**config.mk**
```make
export PLATFORM = sky130hd
export DESIGN_NAME = multi_project_mux
export DESIGN_NICKNAME = d
export VERILOG_FILES = /design/src/rtl/multi_project_mux_pkg.sv /design/src/rtl/proj_slice_mux.sv /design/src/rtl/multi_project_mux.sv
export SDC_FILE = /design/constraint.sdc
export NUM_CORES = 1
export LEC_CHECK = 0
export BUFFER_PORTS_ARGS = -buffer_cell sky130_fd_sc_hd__buf_4
export CAP_MARGIN = 20
export CORE_AREA = 3 3 388 390
export CTS_BUF_LIST = sky130_fd_sc_hd__clkbuf_2 sky130_fd_sc_hd__clkbuf_4 sky130_fd_sc_hd__clkbuf_8
export CTS_CLUSTER_DIAMETER = 80
export DETAILED_ROUTE_END_ITERATION = 12
export DIE_AREA = 0 0 391 393
export GPL_TIMING_DRIVEN = 0
export PLACE_DENSITY = 0.31
export SLEW_MARGIN = 20
export SYNTH_ARGS = -nofsm -noshare
export SYNTH_HDL_FRONTEND = slang
export SYNTH_SLANG_ARGS = --single-unit
export TNS_END_PERCENT = 10
```
**constraint.sdc**
```tcl
create_clock -name wb_clk_i -period 3.3 [get_ports wb_clk_i]
set_input_delay 0.165 -clock wb_clk_i [delete_from_list [all_inputs] [get_ports wb_clk_i]]
set_output_delay 0.165 -clock wb_clk_i [all_outputs]
set_load 0.02 [all_outputs]
```
**src/rtl/multi_project_mux_pkg.sv**
```systemverilog
// Shared types and constants for the multi-project pad/LA multiplexer.
package multi_project_mux_pkg;

  typedef enum logic [1:0] {
    ST_IDLE  = 2'd0,
    ST_GUARD = 2'd1,
    ST_RUN   = 2'd2
  } mux_state_e;

  localparam int DEF_N_PROJ    = 8;
  localparam int DEF_IO_W      = 38;
  localparam int DEF_LA_W      = 32;
  localparam int DEF_GUARD_CYC = 4;

  // Per-bit value each bus takes while no project owns the pads.
  localparam logic SAFE_OUT_BIT = 1'b0;
  localparam logic SAFE_OEB_BIT = 1'b1;
  localparam logic SAFE_LA_BIT  = 1'b0;

endpackage

```
**src/rtl/proj_slice_mux.sv**
```systemverilog
// One-hot N:1 selector of W-bit slices; any non-one-hot select returns SAFE_BIT on every bit.
module proj_slice_mux
  import multi_project_mux_pkg::*;
#(
  parameter int   N        = DEF_N_PROJ,
  parameter int   W        = DEF_IO_W,
  parameter logic SAFE_BIT = 1'b0
) (
  input  logic [N-1:0]   sel_i,
  input  logic [N*W-1:0] bus_i,
  output logic [W-1:0]   out_o
);

  localparam logic [N-1:0] ONE = N'(1);

  logic onehot;

  always_comb begin
    onehot = (sel_i != '0) && ((sel_i & (sel_i - ONE)) == '0);
    out_o  = '0;
    for (int k = 0; k < N; k++) begin
      if (sel_i[k]) out_o = out_o | bus_i[k*W +: W];
    end
    if (!onehot) out_o = {W{SAFE_BIT}};
  end

endmodule

```
**src/rtl/multi_project_mux.sv**
```systemverilog
// Hands the shared pads and LA bus to one project at a time, with a safe-state guard between owners.
// Define MUX_OUTPUT_REG_EN to register io_out_o, io_oeb_o and la_data_out_o (one extra cycle).
module multi_project_mux
  import multi_project_mux_pkg::*;
#(
  parameter int N_PROJ    = DEF_N_PROJ,
  parameter int IO_W      = DEF_IO_W,
  parameter int LA_W      = DEF_LA_W,
  parameter int GUARD_CYC = DEF_GUARD_CYC
) (
  input  logic                   wb_clk_i,
  input  logic                   wb_rst_n_i,
  input  logic [N_PROJ-1:0]      active_req_i,
  input  logic [N_PROJ*IO_W-1:0] proj_io_out_i,
  input  logic [N_PROJ*IO_W-1:0] proj_io_oeb_i,
  input  logic [N_PROJ*LA_W-1:0] proj_la_out_i,
  output logic [N_PROJ-1:0]      proj_active_o,
  output logic [IO_W-1:0]        io_out_o,
  output logic [IO_W-1:0]        io_oeb_o,
  output logic [LA_W-1:0]        la_data_out_o,
  output logic                   busy_o,
  output logic                   err_o
);

  localparam logic [N_PROJ-1:0] ONE        = N_PROJ'(1);
  localparam logic [7:0]        GUARD_LOAD = 8'(GUARD_CYC - 1);

  mux_state_e        state_q, state_d;
  logic [N_PROJ-1:0] req_q, req_d;
  logic [N_PROJ-1:0] tgt_q, tgt_d;
  logic [7:0]        cnt_q, cnt_d;
  logic              err_q, err_d;

  logic              req_zero, req_onehot;
  logic [N_PROJ-1:0] mux_sel;
  logic [IO_W-1:0]   io_out_d, io_oeb_d;
  logic [LA_W-1:0]   la_data_d;

  always_comb begin
    req_d      = active_req_i;
    state_d    = state_q;
    tgt_d      = tgt_q;
    cnt_d      = cnt_q;
    err_d      = err_q;
    req_zero   = (req_q == '0);
    req_onehot = !req_zero && ((req_q & (req_q - ONE)) == '0);

    if (req_zero) begin
      // Dropping the request releases the pads at once; tgt is cleared so a
      // later identical request is treated as new and goes through GUARD.
      state_d = ST_IDLE;
      tgt_d   = '0;
      cnt_d   = '0;
      err_d   = 1'b0;
    end else if (!req_onehot) begin
      err_d = 1'b1;
    end else if (req_q != tgt_q) begin
      state_d = ST_GUARD;
      tgt_d   = req_q;
      cnt_d   = GUARD_LOAD;
    end else if (state_q == ST_GUARD) begin
      if (cnt_q == '0) state_d = ST_RUN;
      else             cnt_d   = cnt_q - 8'd1;
    end
  end

  always_ff @(posedge wb_clk_i or negedge wb_rst_n_i) begin
    if (!wb_rst_n_i) begin
      state_q <= ST_IDLE;
      req_q   <= '0;
      tgt_q   <= '0;
      cnt_q   <= '0;
      err_q   <= 1'b0;
    end else begin
      state_q <= state_d;
      req_q   <= req_d;
      tgt_q   <= tgt_d;
      cnt_q   <= cnt_d;
      err_q   <= err_d;
    end
  end

  // A zero select drives every slice mux to its safe value.
  assign mux_sel       = (state_q == ST_RUN) ? tgt_q : '0;
  assign proj_active_o = mux_sel;
  assign busy_o        = (state_q == ST_GUARD);
  assign err_o         = err_q;

  proj_slice_mux #(.N(N_PROJ), .W(IO_W), .SAFE_BIT(SAFE_OUT_BIT)) u_mux_io_out (
    .sel_i (mux_sel),
    .bus_i (proj_io_out_i),
    .out_o (io_out_d)
  );

  proj_slice_mux #(.N(N_PROJ), .W(IO_W), .SAFE_BIT(SAFE_OEB_BIT)) u_mux_io_oeb (
    .sel_i (mux_sel),
    .bus_i (proj_io_oeb_i),
    .out_o (io_oeb_d)
  );

  proj_slice_mux #(.N(N_PROJ), .W(LA_W), .SAFE_BIT(SAFE_LA_BIT)) u_mux_la (
    .sel_i (mux_sel),
    .bus_i (proj_la_out_i),
    .out_o (la_data_d)
  );

`ifdef MUX_OUTPUT_REG_EN
  logic [IO_W-1:0] io_out_q, io_oeb_q;
  logic [LA_W-1:0] la_data_q;

  always_ff @(posedge wb_clk_i or negedge wb_rst_n_i) begin
    if (!wb_rst_n_i) begin
      io_out_q  <= {IO_W{SAFE_OUT_BIT}};
      io_oeb_q  <= {IO_W{SAFE_OEB_BIT}};
      la_data_q <= {LA_W{SAFE_LA_BIT}};
    end else begin
      io_out_q  <= io_out_d;
      io_oeb_q  <= io_oeb_d;
      la_data_q <= la_data_d;
    end
  end

  assign io_out_o      = io_out_q;
  assign io_oeb_o      = io_oeb_q;
  assign la_data_out_o = la_data_q;
`else
  assign io_out_o      = io_out_d;
  assign io_oeb_o      = io_oeb_d;
  assign la_data_out_o = la_data_d;
`endif

endmodule

```
* Word level (Yosys, flattened, before mapping)
Cells that the tools add are included.
** Storage, ports and cells
- Register bits after elaboration :: 27
- Input port bits :: 874
- Output and inout port bits :: 118
** Operators by class
- Add/subtract/negate cells :: 3
- Equality and inequality tests :: 5
- Mux-type cells :: 43
- Bitwise gates (word level) :: 23
- Reductions and logical operators :: 15
** Operators with widths (count)
- 2-to-1 mux 38 bit :: 18
- OR 38 bit :: 14
- 2-to-1 mux 32 bit :: 9
- OR 32 bit :: 7
- 2-to-1 mux 8 bit :: 9
- zero test 8 bit :: 4
- subtractor 8 x 1 -> 8 bit (second input constant) :: 3
- bitwise AND 8 bit :: 2
- 2-to-1 mux 2 bit :: 5
- inequality test 8 bit :: 1
- nonzero test 8 bit :: 1
- AND reduction 3 bit :: 2
- nonzero test 3 bit :: 2
- nonzero test 2 bit :: 2
- inequality test 3 bit (second input constant) :: 1
- == test 2 x 1 -> 1 bit (second input constant) :: 1
- == test 2 bit (second input constant) :: 1
- logical AND 1 bit :: 2
- 2-to-1 mux 1 bit :: 2
- inequality test 2 bit (second input constant) :: 1
- AND reduction 2 bit :: 1
- zero test 1 bit :: 1

* Longest topological paths before layout
- Word-level depth :: 18
- Gate-level depth with buffers :: 7
- Depth with buffers taken out :: 7

* Cells and area by module
A second synthesis with hierarchy kept.
** Second synthesis, totals
- Cells, all modules :: 928
- Area total of the unflattened synthesis :: 6705.2 µm²
** By module, submodules not included
- proj_slice_mux (u_mux_io_oeb) :: times used 1, cells an instance 356, area an instance 2019.4 µm²
- proj_slice_mux (u_mux_io_out) :: times used 1, cells an instance 239, area an instance 1729.2 µm²
- proj_slice_mux (u_mux_la) :: times used 1, cells an instance 208, area an instance 1521.5 µm²
- multi_project_mux :: times used 1, cells an instance 125, area an instance 1435.1 µm²

* Worst setup path before layout
No wires, ideal clock.
- Path type :: flip-flop to output port
- Start :: reg state_q[1]
- End :: out io_out_o[36]
- Data arrival time :: 2.298 ns
- Required time :: 3.135 ns
- Slack :: 0.837 ns
- Cell stages (with the launch flop) :: 8
- Buffers on the path :: 3
- Path through :: dfrtp_1 > nor2b_1 > and2_1 > clkbuf_1 > clkbuf_1 > clkbuf_1 > a22oi_1 > a31oi_1
** Between the ends
- Elaborated cells between the ends (all ways) :: 23
- Those cells by class :: 1 x add/sub; 1 x eq/ne; 10 x mux; 8 x bitwise; 3 x reduce/logical
** RTL lines
- start: declaration :: RTL line multi_project_mux.sv:28 : mux_state_e state_q, state_d;
- start signal: assignment :: RTL line multi_project_mux.sv:75 : state_q <= state_d;
- == test 2 bit (*) :: RTL line multi_project_mux.sv:84 : assign mux_sel = (state_q == ST_RUN) ? tgt_q : '0;
- 2-to-1 mux 8 bit (*) :: RTL line multi_project_mux.sv:84
- net proj_active_o[7] :: RTL line multi_project_mux.sv:17 : output logic [N_PROJ-1:0] proj_active_o,
- subtractor 8 x 1 -> 8 bit :: RTL line proj_slice_mux.sv:19 : onehot = (sel_i != '0) && ((sel_i & (sel_i - ONE)) == '0);
- bitwise AND 8 bit :: RTL line proj_slice_mux.sv:19
- zero test 8 bit :: RTL line proj_slice_mux.sv:19
- logical AND 1 bit :: RTL line proj_slice_mux.sv:19
- 2-to-1 mux 38 bit (*) :: RTL line proj_slice_mux.sv:24 : if (!onehot) out_o = {W{SAFE_BIT}};
- end: declaration :: RTL line multi_project_mux.sv:18 : output logic [IO_W-1:0] io_out_o,
The timed path passes the listed nets; every way through them passes the cells marked *.

* Worst setup path in the final report
- Start :: reg state_q[1]
- End :: out io_oeb_o[19]
** Between the ends
- Word-level cells in the longest chain between the ends :: 18
- Elaborated cells between the ends (all ways) :: 23
- Those cells by class :: 1 x add/sub; 1 x eq/ne; 10 x mux; 8 x bitwise; 3 x reduce/logical
** RTL lines
- == test 2 bit (*) :: RTL line multi_project_mux.sv:84
- 2-to-1 mux 8 bit (*) :: RTL line multi_project_mux.sv:84
- 2-to-1 mux 38 bit :: RTL line proj_slice_mux.sv:22 : if (sel_i[k]) out_o = out_o | bus_i[k*W +: W];
- OR 38 bit :: RTL line proj_slice_mux.sv:22
- 2-to-1 mux 38 bit :: RTL line proj_slice_mux.sv:22
- OR 38 bit :: RTL line proj_slice_mux.sv:22
- 2-to-1 mux 38 bit :: RTL line proj_slice_mux.sv:22
- OR 38 bit :: RTL line proj_slice_mux.sv:22
- (+2 left out)
- 2-to-1 mux 38 bit :: RTL line proj_slice_mux.sv:22
- OR 38 bit :: RTL line proj_slice_mux.sv:22
- 2-to-1 mux 38 bit :: RTL line proj_slice_mux.sv:22
- OR 38 bit :: RTL line proj_slice_mux.sv:22
- 2-to-1 mux 38 bit :: RTL line proj_slice_mux.sv:22
- OR 38 bit :: RTL line proj_slice_mux.sv:22
- 2-to-1 mux 38 bit :: RTL line proj_slice_mux.sv:22
- 2-to-1 mux 38 bit (*) :: RTL line proj_slice_mux.sv:24
- end: declaration :: RTL line multi_project_mux.sv:19 : output logic [IO_W-1:0] io_oeb_o,
Every way passes the cells marked *; elsewhere a longest branch is shown, timed or not.

==> flow_summary.json <==
{
  "path_cells": "and3b_1 > clkbuf_8 > buf_16 > clkbuf_2 > buf_12 > clkbuf_2 > a221oi_2 > nand3_1 > buf_4",
  "maxCapViolCount": 0,
  "synth_edf_count": 0,
  "pre_cts_ws_ns": -1.295,
  "first_iter_violations": 1114,
  "drc": 0,
  "dp.cells": 3760,
  "wl_mm": 160.8,
  "die_h_um": 393,
  "grt_overflow": 0,
  "finalCritPeriodShare_pct": 100.8,
  "fillers": 17200,
  "final_cell_count_no_fill": 3809,
  "ys_ff_latch": 27,
  "async_flop_share_pct": 100.0,
  "avgSynthCellArea_um2": 7.799,
  "synth_cells": 803,
  "worstPathRequired_ns": 3.13,
  "grt_start_max_net_pins": 28,
  "worst_slack_ns": -0.02606,
  "coreArea_um2": 147500,
  "first_global_vias": 13970,
  "worst_pin_slew_ns": 1.157,
  "first_pass_iters": 6,
  "grt_usage_pct": 19.69,
  "use_met3_pct": 5.467,
  "p_sw_share_pct": 43.25,
  "hpwl_mm": 144.5,
  "io_buffers": 991,
  "grt_pass1_wl_mm": 188.4,
  "mappedNetlistNets": 1679,
  "routed_via_density": 3.691,
  "die_w_um": 391,
  "vias": 14060,
  "hold_viol_final": 0,
  "violations": "negative setup slack",
  "cp_common_cell": "clkbuf_2",
  "yosysSeqAreaShare_pct": 10.79,
  "min_path_type": "in -> async",
  "power.density_nw_per_um2": 142.8,
  "critPathCaptureType": "output pin",
  "p_seq_share_pct": 18.1,
  "dominantRegCellSynth": "dfrtp_1",
  "grt.met2_usage_pct": 34.50,
  "rows": 141,
  "ys_types": 54,
  "multi_input_area_um2": 5474,
  "insertion_delay_ns": 0.28,
  "finalSetupViolCount": 2,
  "crit_fanout": 10,
  "worst_ep_arrival_time_ns": 3.16,
  "clk_transition_reported_paths_ns": 0.11,
  "layout-drive-gt1-share_pct": 64.42,
  "antenna_found_initial": 134,
  "register_area_um2": 678.2,
  "p_clk_share_pct": 8.1,
  "fmax_mhz": 300.7,
  "cp_slowest_cell": "a221oi_2",
  "layout_common_cells": "1001 x buf_4, 144 x a22o_1, 134 x a22oi_1, 118 x a221oi_1, 74 x a31oi_1",
  "rsz0062_at_grt": "true",
  "yosys_warnings": 0,
  "maxSlewViolCount": 0,
  "ant_nets": 0,
  "cts_num_sinks": 27,
  "wire_per_inst_um": 42.23,
  "ir_worst_vdd_mv": 0.1337,
  "syn_area_um2": 6262,
  "period_needed_ns": 3.326,
  "routabilityCongestion": 0.9178,
  "critPathMaxStageDelay_ns": 0.68,
  "postCtsSetupRepairBufs": 0,
  "die-area_um2": 153700,
  "fin_nets": 2718,
  "critPathKind": "reg -> out",
  "p_switching_uw": 1105,
  "layout_commonest_cell": "buf_4",
  "start_util_pct": 4.246,
  "cp-start-kind": "flip-flop",
  "status": "finished with violations",
  "io_pins": 992,
  "cts_made_buffers": 3,
  "met1_usage_pct": 24.13,
  "ff2ff_path_depth": 6,
  "h-tree-depth": 1,
  "clock_skew_ns": 0.008721,
  "reg2reg_slack_ns": 0.68,
  "grt.busiest_layer": "met2",
  "clock_path_buffers": 2,
  "cts_tree": "yes",
  "cts_root_buffer": "clkbuf_8",
  "power.internal_uw": 1450,
  "slew-limit-headroom_pct": 22.86,
  "area_delta_synth_final_pct": 185.7,
  "p_leak_uw": 0.007058,
  "p_comb_share_pct": 73.8,
  "hold_slack_ns": 0.3463
}
## critical path, delay by kind of cell (launching register included)
kind,cells,cell delay (ns)
buffers and inverters,6,1.27
and+or+nand+nor,2,0.34
DFF,1,0.49
AOI/OAI and AO/OA,1,0.68
## per-stage QoR
step | cell area, um2 | utilization [%] | setup TNS [ns] | total power [uW]
finish | 17890 | 12.13 | -0.02814 | 2554
detailed placement | 17060 | 11.57 | -46.76 | 2301
global placement | 16120 | 10.93 | -258.35 | 2230
floorplan | 6262 | - | 0 | 847.8
global route | 17820 | 12.08 | -0.8710 | 2691
CTS | 17760 | 12.04 | -0.1483 | 2588
## power by group through the flow
stage	clock network [uW]	logic, uW	registers, uW
floorplan	0	410	438
global placement	0	1760	466
detailed placement	0	1830	469
CTS	220	1900	464
global route	236	1980	476
finish	206	1890	462
## path summary, 6_finish.rpt
check,start,end
max in group asynchronous,wb_rst_n_i,state_q[0]
worst min register to register,err_o,err_o
min in group wb_clk_i,err_o,err_o
worst max-delay path,state_q[1],io_oeb_o[19]
worst max register to register,req_q[1],tgt_q[3]
worst min-delay path,wb_rst_n_i,req_q[1]
## metal layers
metal / vias to the layer above / part of all wire (%)
li1: 5762 / -
met1: 7048 / 41
met2: 970 / 49
met3: 240 / 8.3
met4: 40 / 2.3
met5: - / 0.16
## repair_timing
action                                  CTS  global route
hold endpoints to repair                 35             0
hold buffers                              9             0
pin swaps                                 2             1
endpoints found under the setup margin  112            49
resized for setup                       132            28
## registers in the layout, indices dropped and copies added, names as in the netlist
| register | flops |
|---|---|
| state_q | 2 |
| tgt_q | 8 |
| err_o | 1 |
| cnt_q | 8 |
| req_q | 8 |
## cell usage after synthesis, drive strengths merged (2+ instances only)
cell | count | area share, %
a21oi | 6 | 0.66
a221oi | 144 | 20
a22o | 144 | 20
a22oi | 144 | 17
a311oi | 4 | 0.56
a31oi | 75 | 7.5
and2 | 4 | 0.40
and3b | 4 | 0.56
buf | 25 | 2.0
clkbuf | 87 | 5.4
dfrtp | 27 | 11
ha | 2 | 0.40
inv | 8 | 0.48
maj3 | 2 | 0.32
mux2 | 8 | 1.4
nand2 | 3 | 0.18
nand2b | 3 | 0.30
nand3 | 40 | 3.2
nand4 | 3 | 0.30
nand4b | 2 | 0.28
nor2 | 8 | 0.48
nor2b | 3 | 0.30
nor3 | 5 | 0.40
nor4 | 3 | 0.30
o21a | 2 | 0.24
o21ai | 9 | 0.72
o22a | 2 | 0.28
o22ai | 2 | 0.20
o31ai | 2 | 0.32
o32ai | 2 | 0.28
or3 | 6 | 0.62
or4 | 3 | 0.42
or4b | 2 | 0.32
xnor2 | 8 | 1.1
## area by class of cell
type / count / share of cell area, %
inverters: 8 / 0.1678
flip-flops and latches: 27 / 3.790
well taps: 1930 / 13.50
plain buffers: 110 / 4.329
repair buffers: 1036 / 46.81
diodes: 38 / 0.5315
clock inverters: 1 / 0.04196
clock buffers: 3 / 0.2308
multi-input cells: 656 / 30.60
## kinds of logic after synthesis
kind of cell,after synthesis,share of synthesized area (%)
buffers and inverters,120,7.852
AO/OA/AOI/OAI,541,69.25
adder cells (fa/ha/maj),4,0.7192
XOR/XNOR,9,1.259
AND/OR/NAND/NOR,93,8.532
flip-flops,27,10.79
multiplexers,9,1.598
No activity file was read; power rests on OpenSTA's default activity.
